$ cat src/rtl/tlb_cp0_ctrl.sv
// tlb_cp0_ctrl
// CP0-side controller for a software-managed TLB.
// - Holds the Index, Random, EntryLo0, EntryLo1 and EntryHi registers.
// - Sequences TLBP / TLBR / TLBWI / TLBWR through an IDLE -> EXEC -> DONE
//   handshake.
// - Talks to the TLB array through its search, read and write ports.
module tlb_cp0_ctrl #(
    parameter  int TLBNUM = 16,
    localparam int IW     = $clog2(TLBNUM)
) (
    input  logic          clk,
    input  logic          resetn,

    // operation handshake
    input  logic          op_valid,
    input  logic [1:0]    op_type,
    output logic          op_ready,
    output logic          op_done,

    // mtc0 / mfc0 access
    input  logic          mtc0_we,
    input  logic [4:0]    mtc0_addr,
    input  logic [31:0]   mtc0_wdata,
    input  logic [4:0]    mfc0_addr,
    output logic [31:0]   mfc0_rdata,

    // TLB search port
    output logic [18:0]   s_vpn2,
    output logic [7:0]    s_asid,
    input  logic          s_found,
    input  logic [IW-1:0] s_index,

    // TLB read port
    output logic [IW-1:0] r_index,
    input  logic [18:0]   r_vpn2,
    input  logic [7:0]    r_asid,
    input  logic          r_g,
    input  logic [19:0]   r_pfn0,
    input  logic [2:0]    r_c0,
    input  logic          r_d0,
    input  logic          r_v0,
    input  logic [19:0]   r_pfn1,
    input  logic [2:0]    r_c1,
    input  logic          r_d1,
    input  logic          r_v1,

    // TLB write port
    output logic          we,
    output logic [IW-1:0] w_index,
    output logic [18:0]   w_vpn2,
    output logic [7:0]    w_asid,
    output logic          w_g,
    output logic [19:0]   w_pfn0,
    output logic [2:0]    w_c0,
    output logic          w_d0,
    output logic          w_v0,
    output logic [19:0]   w_pfn1,
    output logic [2:0]    w_c1,
    output logic          w_d1,
    output logic          w_v1
);

    // operation encodings
    localparam logic [1:0] OP_TLBP  = 2'b00;
    localparam logic [1:0] OP_TLBR  = 2'b01;
    localparam logic [1:0] OP_TLBWI = 2'b10;
    localparam logic [1:0] OP_TLBWR = 2'b11;

    // CP0 register addresses
    localparam logic [4:0] ADDR_INDEX    = 5'd0;
    localparam logic [4:0] ADDR_RANDOM   = 5'd1;
    localparam logic [4:0] ADDR_ENTRYLO0 = 5'd2;
    localparam logic [4:0] ADDR_ENTRYLO1 = 5'd3;
    localparam logic [4:0] ADDR_ENTRYHI  = 5'd10;

    localparam logic [IW-1:0] RAND_MAX  = IW'(TLBNUM - 1);
    localparam logic [IW-1:0] RAND_ONE  = IW'(1);
    localparam logic [IW-1:0] IDX_ZERO  = {IW{1'b0}};

    typedef enum logic [1:0] {
        ST_IDLE = 2'd0,
        ST_EXEC = 2'd1,
        ST_DONE = 2'd2
    } state_t;

    // FSM state and registered handshake/write-strobe outputs
    state_t        r_state;
    logic [1:0]    r_op;
    logic          r_op_ready;
    logic          r_op_done;
    logic          r_we;
    logic [IW-1:0] r_rand_snap;

    // CP0 register fields (only implemented bits are stored)
    logic          r_idx_p;
    logic [IW-1:0] r_idx;
    logic [IW-1:0] r_random;
    logic [18:0]   r_hi_vpn2;
    logic [7:0]    r_hi_asid;
    logic [19:0]   r_lo0_pfn;
    logic [2:0]    r_lo0_c;
    logic          r_lo0_d;
    logic          r_lo0_v;
    logic          r_lo0_g;
    logic [19:0]   r_lo1_pfn;
    logic [2:0]    r_lo1_c;
    logic          r_lo1_d;
    logic          r_lo1_v;
    logic          r_lo1_g;

    logic          w_accept;
    logic          w_mtc0_en;
    logic          w_exec_tlbp;
    logic          w_exec_tlbr;
    logic [31:0]   w_mfc0_rdata;

    // Handshake and gating terms.
    // mtc0 writes land only while idle, so an operation in flight always
    // sees a stable register image.
    assign w_accept    = op_valid & r_op_ready;
    assign w_mtc0_en   = mtc0_we & (r_state == ST_IDLE);
    assign w_exec_tlbp = (r_state == ST_EXEC) & (r_op == OP_TLBP);
    assign w_exec_tlbr = (r_state == ST_EXEC) & (r_op == OP_TLBR);

    // Operation sequencer: IDLE -> EXEC -> DONE -> IDLE with registered strobes
    always_ff @(posedge clk or negedge resetn) begin
        if (!resetn) begin
            r_state     <= ST_IDLE;
            r_op        <= OP_TLBP;
            r_op_ready  <= 1'b1;
            r_op_done   <= 1'b0;
            r_we        <= 1'b0;
            r_rand_snap <= IDX_ZERO;
        end else begin
            case (r_state)
                ST_IDLE: begin
                    r_op_done <= 1'b0;
                    if (w_accept) begin
                        r_op        <= op_type;
                        r_rand_snap <= r_random;
                        r_state     <= ST_EXEC;
                        r_op_ready  <= 1'b0;
                        // TLBWI/TLBWR both have op_type[1] set
                        r_we        <= op_type[1];
                    end else begin
                        r_state    <= ST_IDLE;
                        r_op_ready <= 1'b1;
                        r_we       <= 1'b0;
                    end
                end
                ST_EXEC: begin
                    r_state   <= ST_DONE;
                    r_we      <= 1'b0;
                    r_op_done <= 1'b1;
                end
                ST_DONE: begin
                    r_state    <= ST_IDLE;
                    r_op_done  <= 1'b0;
                    r_op_ready <= 1'b1;
                end
                default: begin
                    r_state    <= ST_IDLE;
                    r_op_done  <= 1'b0;
                    r_op_ready <= 1'b1;
                    r_we       <= 1'b0;
                end
            endcase
        end
    end

    // Random counts down every cycle and wraps from 0 back to TLBNUM-1
    always_ff @(posedge clk or negedge resetn) begin
        if (!resetn) begin
            r_random <= RAND_MAX;
        end else if (r_random == IDX_ZERO) begin
            r_random <= RAND_MAX;
        end else begin
            r_random <= r_random - RAND_ONE;
        end
    end

    // CP0 register file.
    // An operation's EXEC-cycle update outranks any mtc0 write in the same
    // cycle.
    always_ff @(posedge clk or negedge resetn) begin
        if (!resetn) begin
            r_idx_p   <= 1'b0;
            r_idx     <= IDX_ZERO;
            r_hi_vpn2 <= 19'd0;
            r_hi_asid <= 8'd0;
            r_lo0_pfn <= 20'd0;
            r_lo0_c   <= 3'd0;
            r_lo0_d   <= 1'b0;
            r_lo0_v   <= 1'b0;
            r_lo0_g   <= 1'b0;
            r_lo1_pfn <= 20'd0;
            r_lo1_c   <= 3'd0;
            r_lo1_d   <= 1'b0;
            r_lo1_v   <= 1'b0;
            r_lo1_g   <= 1'b0;
        end else if (w_exec_tlbp) begin
            // probe: P flags a miss, index only moves on a hit
            r_idx_p <= ~s_found;
            r_idx   <= s_found ? s_index : r_idx;
        end else if (w_exec_tlbr) begin
            r_hi_vpn2 <= r_vpn2;
            r_hi_asid <= r_asid;
            r_lo0_pfn <= r_pfn0;
            r_lo0_c   <= r_c0;
            r_lo0_d   <= r_d0;
            r_lo0_v   <= r_v0;
            r_lo0_g   <= r_g;
            r_lo1_pfn <= r_pfn1;
            r_lo1_c   <= r_c1;
            r_lo1_d   <= r_d1;
            r_lo1_v   <= r_v1;
            r_lo1_g   <= r_g;
        end else if (w_mtc0_en) begin
            case (mtc0_addr)
                ADDR_INDEX: begin
                    r_idx_p <= mtc0_wdata[31];
                    r_idx   <= mtc0_wdata[IW-1:0];
                end
                ADDR_ENTRYLO0: begin
                    r_lo0_pfn <= mtc0_wdata[25:6];
                    r_lo0_c   <= mtc0_wdata[5:3];
                    r_lo0_d   <= mtc0_wdata[2];
                    r_lo0_v   <= mtc0_wdata[1];
                    r_lo0_g   <= mtc0_wdata[0];
                end
                ADDR_ENTRYLO1: begin
                    r_lo1_pfn <= mtc0_wdata[25:6];
                    r_lo1_c   <= mtc0_wdata[5:3];
                    r_lo1_d   <= mtc0_wdata[2];
                    r_lo1_v   <= mtc0_wdata[1];
                    r_lo1_g   <= mtc0_wdata[0];
                end
                ADDR_ENTRYHI: begin
                    r_hi_vpn2 <= mtc0_wdata[31:13];
                    r_hi_asid <= mtc0_wdata[7:0];
                end
                default: begin
                    // Random and unknown addresses are not writable
                end
            endcase
        end else begin
            r_idx_p <= r_idx_p;
        end
    end

    // mfc0 read mux: unimplemented bits and unknown addresses read as zero
    always_comb begin
        w_mfc0_rdata = 32'h0000_0000;
        case (mfc0_addr)
            ADDR_INDEX:    w_mfc0_rdata = {r_idx_p, {(31 - IW){1'b0}}, r_idx};
            ADDR_RANDOM:   w_mfc0_rdata = {{(32 - IW){1'b0}}, r_random};
            ADDR_ENTRYLO0: w_mfc0_rdata = {6'd0, r_lo0_pfn, r_lo0_c, r_lo0_d, r_lo0_v, r_lo0_g};
            ADDR_ENTRYLO1: w_mfc0_rdata = {6'd0, r_lo1_pfn, r_lo1_c, r_lo1_d, r_lo1_v, r_lo1_g};
            ADDR_ENTRYHI:  w_mfc0_rdata = {r_hi_vpn2, 5'd0, r_hi_asid};
            default:       w_mfc0_rdata = 32'h0000_0000;
        endcase
    end

    assign mfc0_rdata = w_mfc0_rdata;

    // handshake outputs
    assign op_ready = r_op_ready;
    assign op_done  = r_op_done;

    // search and read ports always follow EntryHi / Index
    assign s_vpn2  = r_hi_vpn2;
    assign s_asid  = r_hi_asid;
    assign r_index = r_idx;

    // Write port.
    // TLBWR uses the Random value captured at accept; TLBWI uses Index, which
    // already includes any mtc0 committed in the accept cycle.
    assign we      = r_we;
    assign w_index = (r_op == OP_TLBWR) ? r_rand_snap : r_idx;
    assign w_vpn2  = r_hi_vpn2;
    assign w_asid  = r_hi_asid;
    assign w_g     = r_lo0_g & r_lo1_g;
    assign w_pfn0  = r_lo0_pfn;
    assign w_c0    = r_lo0_c;
    assign w_d0    = r_lo0_d;
    assign w_v0    = r_lo0_v;
    assign w_pfn1  = r_lo1_pfn;
    assign w_c1    = r_lo1_c;
    assign w_d1    = r_lo1_d;
    assign w_v1    = r_lo1_v;

endmodule

$ cat config.mk
export PLATFORM = sky130hd
export DESIGN_NAME = tlb_cp0_ctrl
export DESIGN_NICKNAME = d
export VERILOG_FILES = /design/src/rtl/tlb_cp0_ctrl.sv
export SDC_FILE = /design/constraint.sdc
export NUM_CORES = 1
export LEC_CHECK = 0
export CORE_ASPECT_RATIO = 1.75
export CORE_MARGIN = 2
export CORE_UTILIZATION = 40
export DETAILED_ROUTE_END_ITERATION = 8
export PLACE_DENSITY = 0.9
export SETUP_SLACK_MARGIN = 0.2
export SLEW_MARGIN = 20
export SYNTH_ARGS = -nofsm -noshare
export SYNTH_HDL_FRONTEND = slang
export SYNTH_SLANG_ARGS = --single-unit
$ cat constraint.sdc
create_clock -name clk -period 2.39 [get_ports clk]
set_input_delay 0.239 -clock clk [delete_from_list [all_inputs] [get_ports clk]]
set_output_delay 0.239 -clock clk [all_outputs]
set_load 0.02 [all_outputs]
Yosys cells after proc, flatten, opt, wreduce, memory -nomap -nowiden
Index checks and enable logic that the tools add are counted.
{"block": "word_totals", "regBits": 99, "input_bits": 131, "output_inout_bits": 148, "elab_cells": 114}
{"block": "op_classes", "n_addsub": 1, "reduce_logical": 17, "n_bitwise": 7, "eq_ne": 13, "mux": 55}
{"operator": "32-bit one-hot mux with 5 select lines", "count": 1}
{"operator": "20-bit 2-to-1 mux", "count": 6}
{"operator": "19-bit 2-to-1 mux", "count": 3}
{"operator": "4-bit 2-to-1 mux", "count": 7}
{"operator": "1-bit 2-to-1 mux", "count": 26}
{"operator": "8-bit 2-to-1 mux", "count": 3}
{"operator": "5-bit by 2-bit == test with 1-bit output (second input constant)", "count": 4}
{"operator": "3-bit 2-to-1 mux", "count": 6}
{"operator": "3-bit AND reduction", "count": 4}
{"operator": "2-bit nonzero test", "count": 6}
{"operator": "5-bit by 4-bit == test with 1-bit output (second input constant)", "count": 2}
{"operator": "5-bit zero test", "count": 2}
{"operator": "1-bit AND", "count": 5}
{"operator": "5-bit by 1-bit == test with 1-bit output (second input constant)", "count": 1}
{"operator": "2-bit by 1-bit == test with 1-bit output (second input constant)", "count": 2}
{"operator": "2-bit == test (second input constant)", "count": 2}
{"operator": "2-bit zero test", "count": 2}
{"operator": "4-bit zero test", "count": 1}
{"operator": "2-bit != test (second input constant)", "count": 2}
{"operator": "1-bit one-hot mux with 2 select lines", "count": 2}
{"operator": "2-bit one-hot mux with 2 select lines", "count": 1}
{"operator": "4-bit AND reduction", "count": 1}
{"operator": "4-bit by 1-bit subtractor with 4-bit output (second input constant)", "count": 1}
{"operator": "1-bit inverter", "count": 2}
{"operator": "2-bit AND reduction", "count": 1}

Depth between registers and ports, before layout
{"block": "logic_depth", "word_depth": 5, "ltp_mapped": 6}

Least setup slack after synthesis
Ideal clock, no wire load.
{"block": "synth_path", "path_kind": "register to register", "from": "reg op_done (netlist name)", "to": "reg r_idx[0] (netlist: r_index[0])", "arrival_ps": 1706, "synth_period_minus_slack_ps": 1831, "required_ps": 2265, "setup_ps": 125, "stages_incl_launch_ff": 5, "setup_slack_ps": 559, "path_cell_list": "dfrtp_1 > nor4b_4 > nand2_1 > a21boi_4 > mux2_2"}
{"element": "end signal: assignment", "line_no": "204", "rtl": "r_idx <= s_found ? s_index : r_idx;"}
{"element": "end signal: assignment", "line_no": "222", "rtl": "r_idx <= mtc0_wdata[IW-1:0];"}
{"element": "end: declaration", "line_no": "96", "rtl": "logic [IW-1:0] r_idx;"}

Worst setup path in the final report
{"block": "layout_path", "from": "reg r_op[0]", "to": "out w_index[1]"}
{"block": "layout_via", "elab_chain_len": 2}
{"element": "start: declaration", "line_no": "88", "rtl": "logic [1:0] r_op;"}
{"element": "start signal: assignment", "line_no": "139", "rtl": "r_op <= op_type;"}
{"element": "2-bit == test", "line_no": "279", "rtl": "assign w_index = (r_op == OP_TLBWR) ? r_rand_snap : r_idx;"}
{"element": "4-bit 2-to-1 mux", "line_no": "279"}
{"element": "end: declaration", "line_no": "49", "rtl": "output logic [IW-1:0] w_index,"}
No other way between the ends.

==> metrics.md <==
| Metric | Value |
|---|---|
| Status | finished, final reports clean |
| GRT Resource Usage Total | 0.243 |
| R2R setup slack | around 0.47 ns |
| RSZ-0062 raised after global routing | false |
| Worst R2R End | r_lo0_g |
| Max FO, Critical Path | 4 |
| CTS Sinks | just under 100 |
| Grt total ovfl | 0 |
| Vias per cell | slightly above 5 |
| Clk root buf | clkbuf_16 |
| Core area | between 0.01 and 0.015 mm² |
| DP Cell Count | roughly 960 |
| Ys async rst share | 1.00 |
| Fin. max-slew vios | 0 |
| Worst endpoint required time | around 2.2 ns |
| Worst EP arrival | 1.83 ns |
| Worst r2r path cells | 4 |
| Top_reg_cell synth | dfrtp_1 |
| Worst r2r src | op_done |
| H-Tree Depth | 3 |
| Final HPWL DP | about 13,000 µm |
| Post-place instance area | 0.00829 mm² |
| Cell area after synthesis | about 0.0054 mm² |
| Flops & latches, synth | just under 100 |
| Die W | just over 90 µm |
| Die Span Y | 158 µm |
| Drt pass-1 iters | 6 |
| Critical path class | reg2out |
| Synth Area per Inst | around 9.9 µm² |
| # rows | 56 |
| CP Launch Point | r_op[0] |
| Worst hold path class | in2async |
| CTS tree | built |
| VDD IR max | between 600 and 700 µV |
| Adder-Cell Fraction of Synth Area | 0.00462 |
| Reg clk slew, reported paths | about 0.07 ns |
| Synth Area in Compound Gates | 0.124 |
| Maxcap violations | 0 |
| Clock skew | around 0.012 ns |
| Antenna Cells | 0 |
| Worst setup SP type | flop |
| Leakage Power | between 3 and 4 nW |
| PwrDens | 1110 mW/mm² |
| Share of cells above drive strength 1 | 0.0911 |
| First-pass GRT wire length | 27,300 µm |
| Layout Cells excl Fill | about 980 |
| Syn Inst Count | approximately 550 |
| Number of synthesized flops with an enable pin | 0 |
| Maximum clock path buffer count | 2 |
| Gpl congestion | ~0.90 |
| Vias in the first global route | just over 5,000 |
| DRT Wirelength | ~18,000 µm |
| First DRT Iteration DRCs | around 120 |
| Final setup viols | 0 |
| Post-synth top area share | 0.430 |
| # port buffers | 278 |
| Post-route ant nets | 0 |
| Post-Synth XOR/XNOR Area | 0 |
| Simple-gate share of the synthesized area | 0.106 |
| Final nets | slightly above 900 |
| Design Power | about 9.6 mW |
| Wire per inst | 18.3 µm |
| Number of synthesis warnings | 0 |
| Sequential area share after synthesis | 0.454 |
| Critical path capture point type | primary output |
| Largest cells by area after synthesis | dfrtp_1, mux2i_1, o21ai_0, nand2_1, buf_4 |
| Fraction of synthesized area in multiplexers | 0.239 |
| Largest area contributor in the netlist | dfrtp_1 |
| Vias | approximately 5,000 |
| Ports | 279 |
| Worst-margin pin slew | around 0.72 ns |
| Most frequent cells in the layout | clkdlybuf4s50_1, mux2i_1, nand2_1 |
| CTS buffer count | 9 |
| Largest net degree at the start of global routing | 50 |
| Initial antenna violation count | 0 |
| Initial Util | 0.407 |
| DIE AREA | roughly 0.015 mm² |
| Final Cell Area | 0.00862 mm² |
| Tcrit/Tclk final | 0.866 |
| Slew Limit Headroom | 0.521 |
| Most common cell after layout, fill and taps aside | clkdlybuf4s50_1 |
| Syn nets | approximately 680 |
| Area Growth Syn to Fin | 59.2% |
| Min Tclk post-route | between 2 and 2.5 ns |
| Hold Fails Final Rpt | 0 |
| DRC | 0 |
| Cell variety after synth | 36 |
| Largest family of logic cells by synthesized area | multiplexers |
| Highest achievable clock rate | ~480 MHz |
| Worst-Skew Late Latency | roughly 0.33 ns |
## Yosys cell counts (all sizes together), types with 2 or more instances
cell type and instances:
nor4 2, dfstp 5, nand2 103, o31ai 3, mux2 17, a41oi 2
a21o 4, and2 7, ha 2, o22ai 3, nand2b 3, inv 9
dfrtp 93, nor2 9, buf 48, a21oi 3, mux2i 110, o21ai 97
clkbuf 12
## per-layer routing
metal / up-vias / routed length [µm] / track usage / part of all wire
met1: 2388 / 6750 / 0.280 / 0.38
met3: 57 / 860 / 0.0414 / 0.048
met5: - / 0 / 0 / 0
met2: 214 / 9380 / 0.429 / 0.52
met4: 0 / 902 / 0.129 / 0.050
li1: 2362 / - / - / -
## through the flow
stage	TNS, ns	utilization	hold WS, ns	setup slack, ns
final	0	0.648	0.331	0.320
after floorplan	0	-	-0.0566	0.559
after global placement	0	0.622	0.136	0.00517
after CTS	0	0.647	0.317	0.0380
after global routing	0	0.648	0.339	0.263
after detailed placement	-0.0249	0.622	0.136	-0.0230
## worst max-delay path by stage
stage / endpoint / slack, ns / cells after the start
6_report: w_index[1] / 0.32 / 3
3_5_place_dp: mfc0_rdata[1] / -0.02 / 7
2_1_floorplan: r_index[0] / 0.56 / 4
4_1_cts: mfc0_rdata[1] / 0.04 / 7
3_3_place_gp: mfc0_rdata[1] / 0.005 / 7
5_1_grt: w_index[3] / 0.26 / 3
## final cells by class
cell class / count / area, µm²
Fill cell: 1076 / 4690
Timing Repair Buffer: 300 / 2990
Multi-Input combinational cell: 378 / 2620
Sequential cell: 98 / 2460
Clock buffer: 10 / 239
Tap cell: 174 / 218
Clock inverter: 6 / 65.1
Inverter: 9 / 33.8
## power by group
group | total (mW) | leakage (nW) | internal, mW | switching [mW]
Clock | 1.48 | 0.149 | 0.843 | 0.634
Combinational | 5.07 | 2.38 | 2.48 | 2.60
Sequential | 3.06 | 1.22 | 2.38 | 0.674
Total | 9.60 | 3.75 | 5.70 | 3.90
## sequential cells by signal (all words and copies together), names as in the netlist, 3 cells and up
signal	flops
s_vpn2	19
s_asid	8
r_random	4
r_rand_snap	4
w_c0	3
w_c1	3
w_pfn0	20
w_pfn1	20
r_index	4
## what timing repair did
action / CTS / global route
hold buffers: 1 / 0
gates resized for setup: 31 / 11
endpoints found under the setup margin: 32 / 19
cloned: 1 / 0
endpoints found under the hold margin: 17 / 0
setup buffers: 1 / 0
pin swaps: 0 / 1
## worst max-delay path: stages (launching register included)
cell and delay, ns:
dfrtp_1 0.45, nand2_2 0.16, mux2_2 0.35, clkdlybuf4s50_1 0.54
## logic make-up after synthesis
| family | count (synthesis) |
|---|---|
| flops | 98 |
| mux | 127 |
| fa+ha+maj | 2 |
| compound gates | 118 |
| simple gates | 131 |
| buf+inv | 69 |
No activity file was read; power rests on OpenSTA's default activity.
